**src/rtl/deparser_emit_segs.sv**
```systemverilog
// deparser_emit_segs
//   Transmit-side counterpart of the parser segment collector. Pops one
//   C_NUM_SEGS x DW header block (already rewritten by the deparser) plus the
//   first-beat tuser from the segs FIFO. Sends that block as the first
//   C_NUM_SEGS AXIS beats of the packet, with tkeep/tlast taken from the
//   original packet beats at the payload FIFO head. The rest of the payload
//   then passes through unchanged.
//
//   Optional build macro: DEPARSER_DISCARD_EN. When it is defined, a packet
//   whose tuser_1st[C_DISCARD_BIT] is set is drained from the payload FIFO
//   and is not emitted.
//
// Ports
//   axis_clk, aresetn         clock, asynchronous active-low reset
//   tdata_segs, tuser_1st     header block (seg k = [k*DW +: DW]) and first-beat tuser
//   segs_fifo_empty/_rd       segs FIFO status (fall-through) / pop pulse
//   pkt_fifo_tdata/tkeep/tlast/empty, pkt_fifo_rd
//                             payload FIFO head / pop (pop == output handshake)
//   m_axis_*                  AXIS master output
//   pkt_cnt                   packets fully emitted, wraps
module deparser_emit_segs #(
  parameter int C_S_AXIS_DATA_WIDTH  = 256,
  parameter int C_S_AXIS_TUSER_WIDTH = 128,
  parameter int C_NUM_SEGS           = 4,
  parameter int C_DISCARD_BIT        = 127
) (
  input  logic                                      axis_clk,
  input  logic                                      aresetn,
  input  logic [C_NUM_SEGS*C_S_AXIS_DATA_WIDTH-1:0] tdata_segs,
  input  logic [C_S_AXIS_TUSER_WIDTH-1:0]           tuser_1st,
  input  logic                                      segs_fifo_empty,
  output logic                                      segs_fifo_rd,
  input  logic [C_S_AXIS_DATA_WIDTH-1:0]            pkt_fifo_tdata,
  input  logic [C_S_AXIS_DATA_WIDTH/8-1:0]          pkt_fifo_tkeep,
  input  logic                                      pkt_fifo_tlast,
  input  logic                                      pkt_fifo_empty,
  output logic                                      pkt_fifo_rd,
  output logic [C_S_AXIS_DATA_WIDTH-1:0]            m_axis_tdata,
  output logic [C_S_AXIS_TUSER_WIDTH-1:0]           m_axis_tuser,
  output logic [C_S_AXIS_DATA_WIDTH/8-1:0]          m_axis_tkeep,
  output logic                                      m_axis_tvalid,
  output logic                                      m_axis_tlast,
  input  logic                                      m_axis_tready,
  output logic [31:0]                               pkt_cnt
);

  localparam int DW    = C_S_AXIS_DATA_WIDTH;
  localparam int UW    = C_S_AXIS_TUSER_WIDTH;
  localparam int SEG_W = (C_NUM_SEGS > 1) ? $clog2(C_NUM_SEGS) : 1;
  localparam logic [SEG_W-1:0] LAST_SEG = SEG_W'(C_NUM_SEGS - 1);

  // Catch bad configurations at elaboration rather than in the lab.
  if (C_NUM_SEGS < 1 || C_DISCARD_BIT < 0 || C_DISCARD_BIT >= C_S_AXIS_TUSER_WIDTH) begin : g_bad_cfg
    $error("deparser_emit_segs: C_NUM_SEGS must be >=1 and C_DISCARD_BIT inside tuser");
  end

`ifdef DEPARSER_DISCARD_EN
  typedef enum logic [1:0] {S_IDLE = 2'd0, S_EMIT = 2'd1, S_PAYLOAD = 2'd2, S_DROP = 2'd3} state_e;
`else
  typedef enum logic [1:0] {S_IDLE = 2'd0, S_EMIT = 2'd1, S_PAYLOAD = 2'd2} state_e;
`endif

  state_e                         state_q, state_d;
  logic [SEG_W-1:0]               seg_cnt_q, seg_cnt_d;
  logic [C_NUM_SEGS-1:0][DW-1:0]  hdr_q, hdr_d;
  logic [UW-1:0]                  tuser_q, tuser_d;
  logic [31:0]                    pkt_cnt_q, pkt_cnt_d;
  logic                           vld;
  logic                           hs;

  assign pkt_cnt = pkt_cnt_q;

  always_ff @(posedge axis_clk or negedge aresetn) begin
    if (!aresetn) begin
      state_q   <= S_IDLE;
      seg_cnt_q <= '0;
      hdr_q     <= '0;
      tuser_q   <= '0;
      pkt_cnt_q <= '0;
    end else begin
      state_q   <= state_d;
      seg_cnt_q <= seg_cnt_d;
      hdr_q     <= hdr_d;
      tuser_q   <= tuser_d;
      pkt_cnt_q <= pkt_cnt_d;
    end
  end

  always_comb begin
    state_d       = state_q;
    seg_cnt_d     = seg_cnt_q;
    hdr_d         = hdr_q;
    tuser_d       = tuser_q;
    pkt_cnt_d     = pkt_cnt_q;
    vld           = 1'b0;
    hs            = 1'b0;
    segs_fifo_rd  = 1'b0;
    pkt_fifo_rd   = 1'b0;
    m_axis_tdata  = pkt_fifo_tdata;
    m_axis_tkeep  = pkt_fifo_tkeep;
    m_axis_tlast  = pkt_fifo_tlast;
    m_axis_tuser  = '0;
    m_axis_tvalid = 1'b0;

    case (state_q)
      S_IDLE: begin
        // Only commit to a packet once its first payload beat is present, so
        // the first header beat can go out the very next cycle.
        if (!segs_fifo_empty && !pkt_fifo_empty) begin
          segs_fifo_rd = 1'b1;
          hdr_d        = tdata_segs;
          tuser_d      = tuser_1st;
          seg_cnt_d    = '0;
`ifdef DEPARSER_DISCARD_EN
          state_d      = tuser_1st[C_DISCARD_BIT] ? S_DROP : S_EMIT;
`else
          state_d      = S_EMIT;
`endif
        end
      end

      S_EMIT: begin
        // Header data replaces the payload data beat-for-beat; tkeep/tlast
        // still come from the payload so short packets end correctly.
        vld           = !pkt_fifo_empty;
        hs            = vld && m_axis_tready;
        m_axis_tvalid = vld;
        m_axis_tdata  = hdr_q[seg_cnt_q];
        m_axis_tuser  = (seg_cnt_q == '0) ? tuser_q : '0;
        pkt_fifo_rd   = hs;
        if (hs) begin
          if (pkt_fifo_tlast) begin
            // Remaining header segments of a short packet are dropped.
            state_d   = S_IDLE;
            pkt_cnt_d = pkt_cnt_q + 32'd1;
          end else if (seg_cnt_q == LAST_SEG) begin
            state_d   = S_PAYLOAD;
          end else begin
            seg_cnt_d = seg_cnt_q + SEG_W'(1);
          end
        end
      end

      S_PAYLOAD: begin
        vld           = !pkt_fifo_empty;
        hs            = vld && m_axis_tready;
        m_axis_tvalid = vld;
        pkt_fifo_rd   = hs;
        if (hs && pkt_fifo_tlast) begin
          state_d   = S_IDLE;
          pkt_cnt_d = pkt_cnt_q + 32'd1;
        end
      end

`ifdef DEPARSER_DISCARD_EN
      S_DROP: begin
        // Drain the discarded packet at full rate; nothing reaches the output.
        pkt_fifo_rd = !pkt_fifo_empty;
        if (!pkt_fifo_empty && pkt_fifo_tlast) state_d = S_IDLE;
      end
`endif

      default: state_d = S_IDLE;
    endcase
  end

endmodule

```
**config.mk**
```make
export PLATFORM = sky130hd
export DESIGN_NAME = deparser_emit_segs
export DESIGN_NICKNAME = d
export VERILOG_FILES = /design/src/rtl/deparser_emit_segs.sv
export SDC_FILE = /design/constraint.sdc
export NUM_CORES = 2
export LEC_CHECK = 0
export BUFFER_PORTS_ARGS = -buffer_cell sky130_fd_sc_hd__buf_2
export CAP_MARGIN = 20
export CORE_AREA = 2 2 737 739
export CTS_CLUSTER_DIAMETER = 80
export DETAILED_ROUTE_END_ITERATION = 6
export DIE_AREA = 0 0 739 741
export SLEW_MARGIN = 5
export SYNTH_ARGS = -nofsm -noshare
export SYNTH_HDL_FRONTEND = slang
export SYNTH_SLANG_ARGS = --single-unit
```
**constraint.sdc**
```tcl
create_clock -name axis_clk -period 2.7 [get_ports axis_clk]
set_input_delay 0.27 -clock axis_clk [delete_from_list [all_inputs] [get_ports axis_clk]]
set_output_delay 0.27 -clock axis_clk [all_outputs]
set_load 0.1 [all_outputs]
```
==> out/metrics.csv <==
metric,value,unit
status,"complete, but fails checks",
failed_checks,setup timing,
leakage,40.35,nW
fmax,294.0,MHz
htree_levels,4,
crit_top_cell,buf_12,
yosysUniqueCellTypes,33,
io_pins,1898,
final_cell_mix,"1454 x buf_2, 1304 x mux2_2, 1185 x dfrtp_1",
drtAntennaViolNets,0,
syn_to_final_growth,80.33,%
firstDrtPassIters,5,
critPathKind,reg -> out,
layout_commonest_cell,buf_2,
yosys_warnings,0,
vias,48310,
powerDensity,1333,nW/um^2
crit_chain,buf_16 > buf_16 > buf_12 > buf_12 > mux4_2 > mux2_4 > buf_12,
nets,7975,
die_x,739,um
synth_nets,4839,
fin_ws,-0.7014,ns
setup_viol,888,
grt_pass1_vias,48240,
fin_skew,0.09894,ns
slew_headroom,0.5103,
fin_crit_sh,1.260,
clock_latency,0.90,ns
layoutNonFillerInstCount,14140,
holdWs,0.1390,ns
cts_buffer_depth,4,
cp.arrival,3.13,ns
grt_first_pass_wirelength,534900,um
min_period,3.401,ns
cp_max_fo,6,
drv_cap,0,
wl_per_cell,30.25,um
groute.usage.overall,0.1501,
wirelength,427600,um
cts_inserted_buffers,160,
cts.sinks,1188,
first_iter_violations,3945,
avgSynthCellArea,16.09,um^2
root_buffer,clkbuf_16,
hold_class,in -> reg,
portBuffers,1833,
maxSlewViolCount,0,
drive_above_1_share,0.6260,
core_area,539500,um^2
ys_seq_elements,1188,
critical-path-slowest-cell,mux4_2,
dp.cells,12330,
end_kind,primary output,
via_per_inst,3.417,
ir_drop,1517,uV
synthCells,3386,
grt-ovfl-total,0,
syn_area,54460,um^2
yosysSeqAreaShare,0.5458,
start_kind,flop,
place.gp.congestion,0.9387,
start_util,0.1010,
grt_max_degree,133,
cts_tree,done,
clk_pin_slew,0.06,ns
slowest_delay,0.60,ns
dieArea,547600,um^2
drc,0,
hpwl,362800,um
final_util,0.1821,
tightest_slew,0.7345,ns
rsz0062_at_grt,yes,
antenna_found_initial,670,
hold_viol_final,0,
die_h,741,um
num_rows,270,
required,2.43,ns
==> cells by family after synthesis <==
group	Yosys count	synth area share
buffers and inverters	289	0.02568
AND/OR/NAND/NOR	197	0.02341
adder cells (fa/ha/maj)	7	0.001608
XOR/XNOR	31	0.004985
AO/OA/AOI/OAI	5	0.0005514
flip-flops	1188	0.5458
multiplexers	1669	0.3979
==> area by class of cell <==
| cell class | count | area [um^2] |
|---|---|---|
| Fill cell | 58770 | 441300 |
| Multi-Input combinational cell | 1909 | 24360 |
| Tap cell | 7208 | 9019 |
| Sequential cell | 1188 | 29740 |
| Clock buffer | 225 | 4538 |
| Clock inverter | 57 | 760.7 |
| Timing Repair Buffer | 3253 | 29030 |
| Antenna cell | 288 | 720.7 |
| Inverter | 10 | 52.55 |
==> metrics by stage <==
stage | total power [mW] | setup slack, ns | area, um^2 | TNS [ns]
after CTS | 130.1 | -0.8395 | 96610 | -400.20
after floorplan | 76.49 | 0.01241 | 54590 | 0
after detailed placement | 97.61 | 0.05244 | 76160 | 0
after global routing | 135.2 | -0.8065 | 97790 | -394.99
final | 130.9 | -0.7014 | 98220 | -313.10
after global placement | 97.11 | -0.1535 | 76160 | -0.1535
==> flip-flops by register name (all words and copies together), names as in the netlist <==
register / flops
state_q: 2
hdr_q: 1024
pkt_cnt: 32
tuser_q: 128
seg_cnt_q: 2
==> worst max-delay path: cells and delay by family, from the launching register on <==
family,cells,cell delay (ns)
buf+inv,5,0.76
flops,1,0.51
mux,2,0.94
==> where the power goes <==
group | switching (mW) | leakage, nW | internal, mW
Sequential | 6.65 | 14.1 | 26.8
Combinational | 44.2 | 23.7 | 31.5
Clock | 9.28 | 2.57 | 12.6
==> final timing paths <==
check | start | end | slack (ns) | cells past startpoint
worst max-delay path | seg_cnt_q[0] | m_axis_tdata[203] | -0.70 | 7
worst min-delay path | tdata_segs[301] | hdr_q[301] | 0.14 | 3
worst max register to register | state_q[0] | hdr_q[109] | -0.32 | 10
worst min register to register | pkt_cnt[26] | pkt_cnt[26] | 0.49 | 1
max in group asynchronous | aresetn | hdr_q[398] | 1.56 | 4
min in group asynchronous | aresetn | tuser_q[109] | 0.25 | 3
==> Yosys cell counts, drive strengths merged <==
library cell,instances,share of area
ha,7,0.0016
or4,1,0.00021
nor3,1,0.000092
clkbuf,92,0.0063
and2,3,0.00034
mux4,256,0.11
and3,134,0.015
o21ai,4,0.00037
nor4,16,0.0029
inv,10,0.00069
nand3b,1,0.00037
and2b,1,0.00014
mux2,1410,0.29
o211a,1,0.00018
nand3,10,0.0010
nor3b,2,0.00028
nor2,3,0.00021
and4,3,0.00048
nor2b,2,0.00023
mux2i,3,0.00055
nand2,12,0.00083
buf,187,0.019
dfrtp,1188,0.55
nand4,7,0.00080
xor2,14,0.0023
xnor2,17,0.0027
or2,1,0.00011
==> layer usage <==
| layer | global-route usage | wire length (um) | vias up |
|---|---|---|---|
| met2 | 0.2041 | 164400 | 2971 |
| li1 | - | - | 19340 |
| met4 | 0.05522 | 20180 | 460 |
| met5 | 0.0001747 | 2948 | - |
| met1 | 0.1962 | 182700 | 24300 |
| met3 | 0.08214 | 57410 | 1239 |
==> what timing repair did <==
action,in CTS,in global routing
hold buffers,1160,0
endpoints found under the setup margin,387,910
gates cloned,26,4
pin swaps,2,1
hold endpoints to repair,1645,0
setup buffers,39,14
gates resized for setup,664,188
No activity file was read; power rests on OpenSTA's default activity.
